## src/rtl/afifo_wr_arb_if.sv

```systemverilog
`default_nettype none
// ============================================================================
// Module  : afifo_wr_arb_if
// Brief   : Requester, RAM write-port and pointer bundle of the FIFO write side.
// Revision: 1.0  initial release
// ============================================================================
interface afifo_wr_arb_if #(
  parameter int AWIDTH = 3,
  parameter int DWIDTH = 8,
  parameter int NREQ   = 4
);
  logic [NREQ-1:0]        req_valid_i;
  logic [NREQ*DWIDTH-1:0] req_data_i;
  logic [NREQ-1:0]        req_ready_o;
  logic [AWIDTH:0]        rd_pntr_gray_i;
  logic [AWIDTH:0]        wr_pntr_gray_o;
  logic                   mem_wr_en_o;
  logic [AWIDTH-1:0]      mem_wr_addr_o;
  logic [DWIDTH-1:0]      mem_wr_data_o;
  logic                   full_o;
  logic [AWIDTH:0]        used_o;
  logic [NREQ-1:0]        grant_o;

  // Controller side.
  modport slave (
    input  req_valid_i, req_data_i, rd_pntr_gray_i,
    output req_ready_o, wr_pntr_gray_o, mem_wr_en_o, mem_wr_addr_o,
           mem_wr_data_o, full_o, used_o, grant_o
  );

  // Requesters, RAM and synchronizer side.
  modport master (
    output req_valid_i, req_data_i, rd_pntr_gray_i,
    input  req_ready_o, wr_pntr_gray_o, mem_wr_en_o, mem_wr_addr_o,
           mem_wr_data_o, full_o, used_o, grant_o
  );
endinterface
`default_nettype wire

```

## src/rtl/afifo_wr_arb.sv

```systemverilog
`default_nettype none
// ============================================================================
// Module  : afifo_wr_arb
// Brief   : Round-robin write arbiter and write-pointer / full / used logic of
//           a dual-clock FIFO.
// Revision: 1.0  initial release
// ============================================================================
module afifo_wr_arb #(
  parameter int AWIDTH = 3,
  parameter int DWIDTH = 8,
  parameter int NREQ   = 4
) (
  input  wire logic          clk_i,
  input  wire logic          aclr_i,
  afifo_wr_arb_if.slave      bus
);

  localparam int              C_IW       = (NREQ > 1) ? $clog2(NREQ) : 1;
  localparam logic [C_IW-1:0] C_LAST_RST = C_IW'(NREQ - 1);

  logic [AWIDTH:0]   r_wbin;
  logic [AWIDTH:0]   r_wgray;
  logic              r_full;
  logic [AWIDTH:0]   r_used;
  logic [NREQ-1:0]   r_grant;
  logic [C_IW-1:0]   r_last;

  logic              w_sel_found;
  logic [C_IW-1:0]   w_sel_idx;
  logic [C_IW-1:0]   w_cand;
  int                w_tmp;
  logic              w_accept;
  logic [NREQ-1:0]   w_ready;
  logic [AWIDTH:0]   w_wbin_next;
  logic [AWIDTH:0]   w_wgray_next;
  logic [AWIDTH:0]   w_rd_bin;
  logic [AWIDTH:0]   w_rd_full_cmp;
  logic              w_full_next;
  logic [AWIDTH:0]   w_used_next;

  // Search starts one past the last winner and wraps around.
  always_comb begin
    w_sel_found = 1'b0;
    w_sel_idx   = '0;
    w_tmp       = 0;
    w_cand      = '0;
    for (int off = 1; off <= NREQ; off++) begin
      w_tmp  = (int'(r_last) + off) % NREQ;
      w_cand = C_IW'(w_tmp);
      if (!w_sel_found && bus.req_valid_i[w_cand]) begin
        w_sel_found = 1'b1;
        w_sel_idx   = w_cand;
      end
    end
  end

  // Full is registered, so a freshly freed slot is usable one cycle later.
  assign w_accept = w_sel_found & ~r_full & ~aclr_i;

  always_comb begin
    w_ready = '0;
    if (w_accept) begin
      w_ready[w_sel_idx] = 1'b1;
    end
  end

  assign w_wbin_next  = r_wbin + {{AWIDTH{1'b0}}, w_accept};
  assign w_wgray_next = w_wbin_next ^ (w_wbin_next >> 1);

  always_comb begin
    w_rd_bin = '0;
    for (int i = 0; i <= AWIDTH; i++) begin
      w_rd_bin[i] = ^(bus.rd_pntr_gray_i >> i);
    end
  end

  // Full when the write pointer is exactly one lap ahead of the read pointer.
  assign w_rd_full_cmp = {~bus.rd_pntr_gray_i[AWIDTH:AWIDTH-1],
                          bus.rd_pntr_gray_i[AWIDTH-2:0]};
  assign w_full_next   = (w_wgray_next == w_rd_full_cmp);
  assign w_used_next   = w_wbin_next - w_rd_bin;

  always_ff @(posedge clk_i or posedge aclr_i) begin
    if (aclr_i) begin
      r_wbin  <= '0;
      r_wgray <= '0;
      r_full  <= 1'b0;
      r_used  <= '0;
      r_grant <= '0;
      r_last  <= C_LAST_RST;
    end else begin
      r_full  <= w_full_next;
      r_used  <= w_used_next;
      r_wgray <= w_wgray_next;
      r_wbin  <= w_wbin_next;
      if (w_accept) begin
        r_last  <= w_sel_idx;
        r_grant <= w_ready;
      end
    end
  end

  assign bus.req_ready_o    = w_ready;
  assign bus.mem_wr_en_o    = w_accept;
  assign bus.mem_wr_addr_o  = r_wbin[AWIDTH-1:0];
  assign bus.mem_wr_data_o  = bus.req_data_i[int'(w_sel_idx)*DWIDTH +: DWIDTH];
  assign bus.wr_pntr_gray_o = r_wgray;
  assign bus.full_o         = r_full;
  assign bus.used_o         = r_used;
  assign bus.grant_o        = r_grant;

endmodule
`default_nettype wire
```

## src/flat_wrapper.sv

```systemverilog
// flat-port wrapper written by rule: the top's interface ports become plain ports
module afifo_wr_arb_flat 
#(
  parameter int AWIDTH = 3,
  parameter int DWIDTH = 8,
  parameter int NREQ   = 4
)
  (clk_i, aclr_i, bus_req_valid_i, bus_req_data_i, bus_rd_pntr_gray_i, bus_req_ready_o, bus_wr_pntr_gray_o, bus_mem_wr_en_o, bus_mem_wr_addr_o, bus_mem_wr_data_o, bus_full_o, bus_used_o, bus_grant_o);
  afifo_wr_arb_if #(.AWIDTH(AWIDTH), .DWIDTH(DWIDTH), .NREQ(NREQ)) bus_i ();
  input  wire logic clk_i;
  input  wire logic aclr_i;
  input wire logic [$bits(bus_i.req_valid_i)-1:0] bus_req_valid_i;
  input wire logic [$bits(bus_i.req_data_i)-1:0] bus_req_data_i;
  input wire logic [$bits(bus_i.rd_pntr_gray_i)-1:0] bus_rd_pntr_gray_i;
  output wire logic [$bits(bus_i.req_ready_o)-1:0] bus_req_ready_o;
  output wire logic [$bits(bus_i.wr_pntr_gray_o)-1:0] bus_wr_pntr_gray_o;
  output wire logic [$bits(bus_i.mem_wr_en_o)-1:0] bus_mem_wr_en_o;
  output wire logic [$bits(bus_i.mem_wr_addr_o)-1:0] bus_mem_wr_addr_o;
  output wire logic [$bits(bus_i.mem_wr_data_o)-1:0] bus_mem_wr_data_o;
  output wire logic [$bits(bus_i.full_o)-1:0] bus_full_o;
  output wire logic [$bits(bus_i.used_o)-1:0] bus_used_o;
  output wire logic [$bits(bus_i.grant_o)-1:0] bus_grant_o;
  assign bus_i.req_valid_i = bus_req_valid_i;
  assign bus_i.req_data_i = bus_req_data_i;
  assign bus_i.rd_pntr_gray_i = bus_rd_pntr_gray_i;
  assign bus_req_ready_o = bus_i.req_ready_o;
  assign bus_wr_pntr_gray_o = bus_i.wr_pntr_gray_o;
  assign bus_mem_wr_en_o = bus_i.mem_wr_en_o;
  assign bus_mem_wr_addr_o = bus_i.mem_wr_addr_o;
  assign bus_mem_wr_data_o = bus_i.mem_wr_data_o;
  assign bus_full_o = bus_i.full_o;
  assign bus_used_o = bus_i.used_o;
  assign bus_grant_o = bus_i.grant_o;
  afifo_wr_arb #(.AWIDTH(AWIDTH), .DWIDTH(DWIDTH), .NREQ(NREQ)) u_core (.clk_i(clk_i), .aclr_i(aclr_i), .bus(bus_i));
endmodule
```

## config.mk

```make
export PLATFORM = sky130hd
export DESIGN_NAME = afifo_wr_arb_flat
export DESIGN_NICKNAME = d
export VERILOG_FILES = /design/src/rtl/afifo_wr_arb_if.sv /design/src/rtl/afifo_wr_arb.sv /design/src/flat_wrapper.sv
export SDC_FILE = /design/constraint.sdc
export NUM_CORES = 1
export LEC_CHECK = 0
export ABC_AREA = 1
export CAP_MARGIN = 20
export CORE_ASPECT_RATIO = 0.7
export CORE_MARGIN = 5
export CORE_UTILIZATION = 43
export DETAILED_ROUTE_END_ITERATION = 8
export DONT_BUFFER_PORTS = 1
export RECOVER_POWER = 100
export SLEW_MARGIN = 10
export SYNTH_ARGS = -nofsm -noshare
export SYNTH_HDL_FRONTEND = slang
export SYNTH_SLANG_ARGS = --single-unit
```

## constraint.sdc

```tcl
create_clock -name clk_i -period 3.4 [get_ports clk_i]
set_clock_uncertainty 0.15 [all_clocks]
set_input_delay 0.68 -clock clk_i [delete_from_list [all_inputs] [get_ports clk_i]]
set_output_delay 0.68 -clock clk_i [all_outputs]
set_load 0.05 [all_outputs]
```

==> run summary <==
The run finished with clean final reports. The library cells used most frequently in the layout, excluding fill and tap cells, are sky130_fd_sc_hd__nand2_1 (65), sky130_fd_sc_hd__inv_1 (40), sky130_fd_sc_hd__nand3_1 (31). The final weighted congestion in routability-driven placement came out at 0.769. The number of post-CTS setup repair buffers is 0. The number of warning messages in the yosys log came out at 0. The total number of placement rows is 18.

The max-slew headroom at the worst pin came out at 54.5%. The sort of element at the end of the critical path is an output port. The combined global-route utilization of all metal layers is 15.5%. The post-layout instance count excluding filler cells is 288. The core utilization of the finished layout is around half. The floorplan die area came out at around 4800 µm².

The min-delay analysis places its worst path in the category input pin to async pin. The total area inside the core boundary comes to 3450 µm². The highest net fanout along the worst path is 18. The detailed-route DRC error count came out at 0. The clock period could shrink to ~3.2 ns. The area share of fa/ha/maj cells after synthesis is roughly 3.3%. The portion of netlist area occupied by mux cells is 0%.

The data arrival time of the critical path came out at ~2.4 ns. The flop and latch count out of synthesis is 18. The post-synthesis share of cell area spent on xor and xnor gates came out at under 10%. Yosys attributes the largest share of cell area to sky130_fd_sc_hd__dfrtp_1 (27%), sky130_fd_sc_hd__nand2_1 (16%), sky130_fd_sc_hd__nand3_1 (10%).

The transition time at the pin with the least slew margin came out at between 0.6 and 0.7 ns. The number of detailed-route iterations in the first pass is 4. In this run the tool buffered the top-level ports with 0 buffer cells. The number of H-tree levels came out at 1. Setup repair after global routing could not meet its margin everywhere.

In this run the remaining antenna-violating nets after routing total 0. The average cell area after synthesis came out at roughly 6.7 µm². The first-pass GRT wire length is 5.89 mm. The fraction of final layout cells with drive strength greater than 1 is between 10% and 20%.

After detailed routing, the total wire length is 3.53 mm. The total number of vias is 1,344. The placed cell count came out at 284. The via count of the first global-routing pass came out at 1,316. Leaving out fill and tap cells, the most frequent cell in the layout is sky130_fd_sc_hd__nand2_1. The final-report max-slew violation count is 0. The average routed wire per standard cell is 12.3 µm. Timing would allow up to 310 MHz.

The final setup violation count is 0. After synthesis, the largest area contributor takes up a little over a quarter of total cell area. The synthesized netlist net count is 271.

The buffer depth of the longest clock path came out at 2. Max-cap violations in this run came to 0. The required time of the critical path came out at 2.57 ns.

The number of sinks handled by clock tree synthesis is 18. The compound-gate portion of the synthesized area came out at under 10%. The clock edge transition at the registers on the reported setup and hold paths came out at 0.07 ns. The post-synth design cell area came out at 1500 µm². The number of top-level pins came out at 71. In this run the clock root is driven by a sky130_fd_sc_hd__clkbuf_8. The initial utilization of the core area, before any placement, comes to 43.6%. The count of cell types in the netlist is 25. The number of nets in the layout is 285.

The initial antenna violation count is 0. The placement-stage worst setup slack came out at 0.367 ns. The post-route clock period utilization is ~95%.

After detailed routing, the number of vias per cell comes to 4.67. The worst setup path is launched from a register. The synthesized design spends more area on one cell type than any other, namely sky130_fd_sc_hd__dfrtp_1. The overflow left after global routing is 0. By area, the combinational part of the netlist is dominated by simple AND/OR/NAND/NOR gates. The critical path is of the register to output port type. The share of the Yosys chip area taken by registers is 30.1%.

In this run, post-CTS hold repair placed 0 buffers. The number of resized instances in the post-cts repair step came out at 0. The number of DRC violations after detailed-routing iteration 0 is just under 60.

From left edge to right edge, the die measures 80.7 µm. Across all setup checks in the final design, the least slack found is 0.173 ns. The placed wire-length estimate came out at 2.87 mm. The die boundary height came out at 59.5 µm. The maximum number of pins on one net before global-route repair is 19. The later pin in the worst-skew pair is clocked with a latency of 0.25 ns. The area share of and/or/nand/nor cells after synthesis is 43.6%.

The antenna cell count is 0. The count of endpoints failing hold in the final timing report is 0. The synthesized netlist cell count came out at 225.

TritonCTS built the clock tree. The area added between synthesis and finish came out at 15.6%. In this run, CTS created clock tree buffers numbering 3.
-- layout make-up --
| class | count | area [µm²] |
|---|---|---|
| fill | 355 | 1710 |
| multi-input combinational | 158 | 863 |
| sequential | 18 | 453 |
| inverter | 43 | 165 |
| timing repair buffer | 15 | 138 |
| tap | 50 | 62.6 |
| clock buffer | 4 | 55.1 |
-- path summary, 6_finish.rpt --
kind	from	to	slack (ns)	depth (start not counted)
max reg2reg	u_core.r_last[0]	u_core.bus.full_o	0.43	17
min in group clk_i	u_core.r_last[1]	u_core.r_last[1]	0.39	2
min	aclr_i	u_core.bus.wr_pntr_gray_o[2]	0.26	1
max in group asynchronous	aclr_i	u_core.bus.grant_o[3]	2.40	1
max	u_core.r_last[0]	bus_req_ready_o[3]	0.17	13
min reg2reg	u_core.r_last[1]	u_core.r_last[1]	0.39	2
-- cells by family after synthesis --
logic type | Yosys count
AO/OA/AOI/OAI | 7
XOR/XNOR | 12
adder cells (fa/ha/maj) | 4
buffers and inverters | 49
flip-flops | 18
AND/OR/NAND/NOR | 135
-- state kept, by name, indices dropped and copies added (netlist names) --
name,cells
u_core.bus.full_o,1
u_core.bus.used_o,4
u_core.r_last,2
u_core.r_wbin,4
u_core.bus.wr_pntr_gray_o,3
u_core.bus.grant_o,4
-- cells in the mapped netlist, drive strengths merged --
cell,count
nand2,81
inv,43
nand3,32
dfrtp,16
nand3b,9
nor2,9
xor2,8
buf,6
o21ai,5
ha,4
xnor2,4
a21oi,2
dfstp,2
nand4,2
or2,2
-- routing by layer --
metal	track usage, %	vias up	wire (µm)	part of all wire (%)
met4	2.17	0	5	0.14
met3	6.38	2	297	8.4
met1	21.3	590	1690	48
li1	-	710	-	-
met2	23.5	42	1540	44
met5	0	-	0	0
-- worst max-delay path, stage by stage, from the launching register on --
cell and delay (ns):
sky130_fd_sc_hd__dfstp_2 0.59, sky130_fd_sc_hd__inv_2 0.12, sky130_fd_sc_hd__nand2_2 0.08, sky130_fd_sc_hd__nand2_2 0.06, sky130_fd_sc_hd__nand2_2 0.08, sky130_fd_sc_hd__nand2_2 0.09, sky130_fd_sc_hd__nor2_4 0.12, sky130_fd_sc_hd__nand3_2 0.11
sky130_fd_sc_hd__nand2_4 0.21, sky130_fd_sc_hd__nand2_8 0.13, sky130_fd_sc_hd__nor2_2 0.18, sky130_fd_sc_hd__nand2_1 0.09, sky130_fd_sc_hd__inv_1 0.12, sky130_fd_sc_hd__buf_12 0.14
-- metrics by stage --
| stage | setup TNS (ns) | hold WS [ns] | area, µm² |
|---|---|---|---|
| after global routing | -0.0212 | 0.327 | 1740 |
| after floorplan | 0 | 0.454 | 1500 |
| after global placement | 0 | 0.372 | 1660 |
| final | 0 | 0.263 | 1740 |
| after detailed placement | 0 | 0.380 | 1660 |
| after CTS | 0 | 0.288 | 1720 |
Power is left out: the tool's default activity adds up to more than one toggle a clock period on the data nets, which glitch-free logic cannot reach.
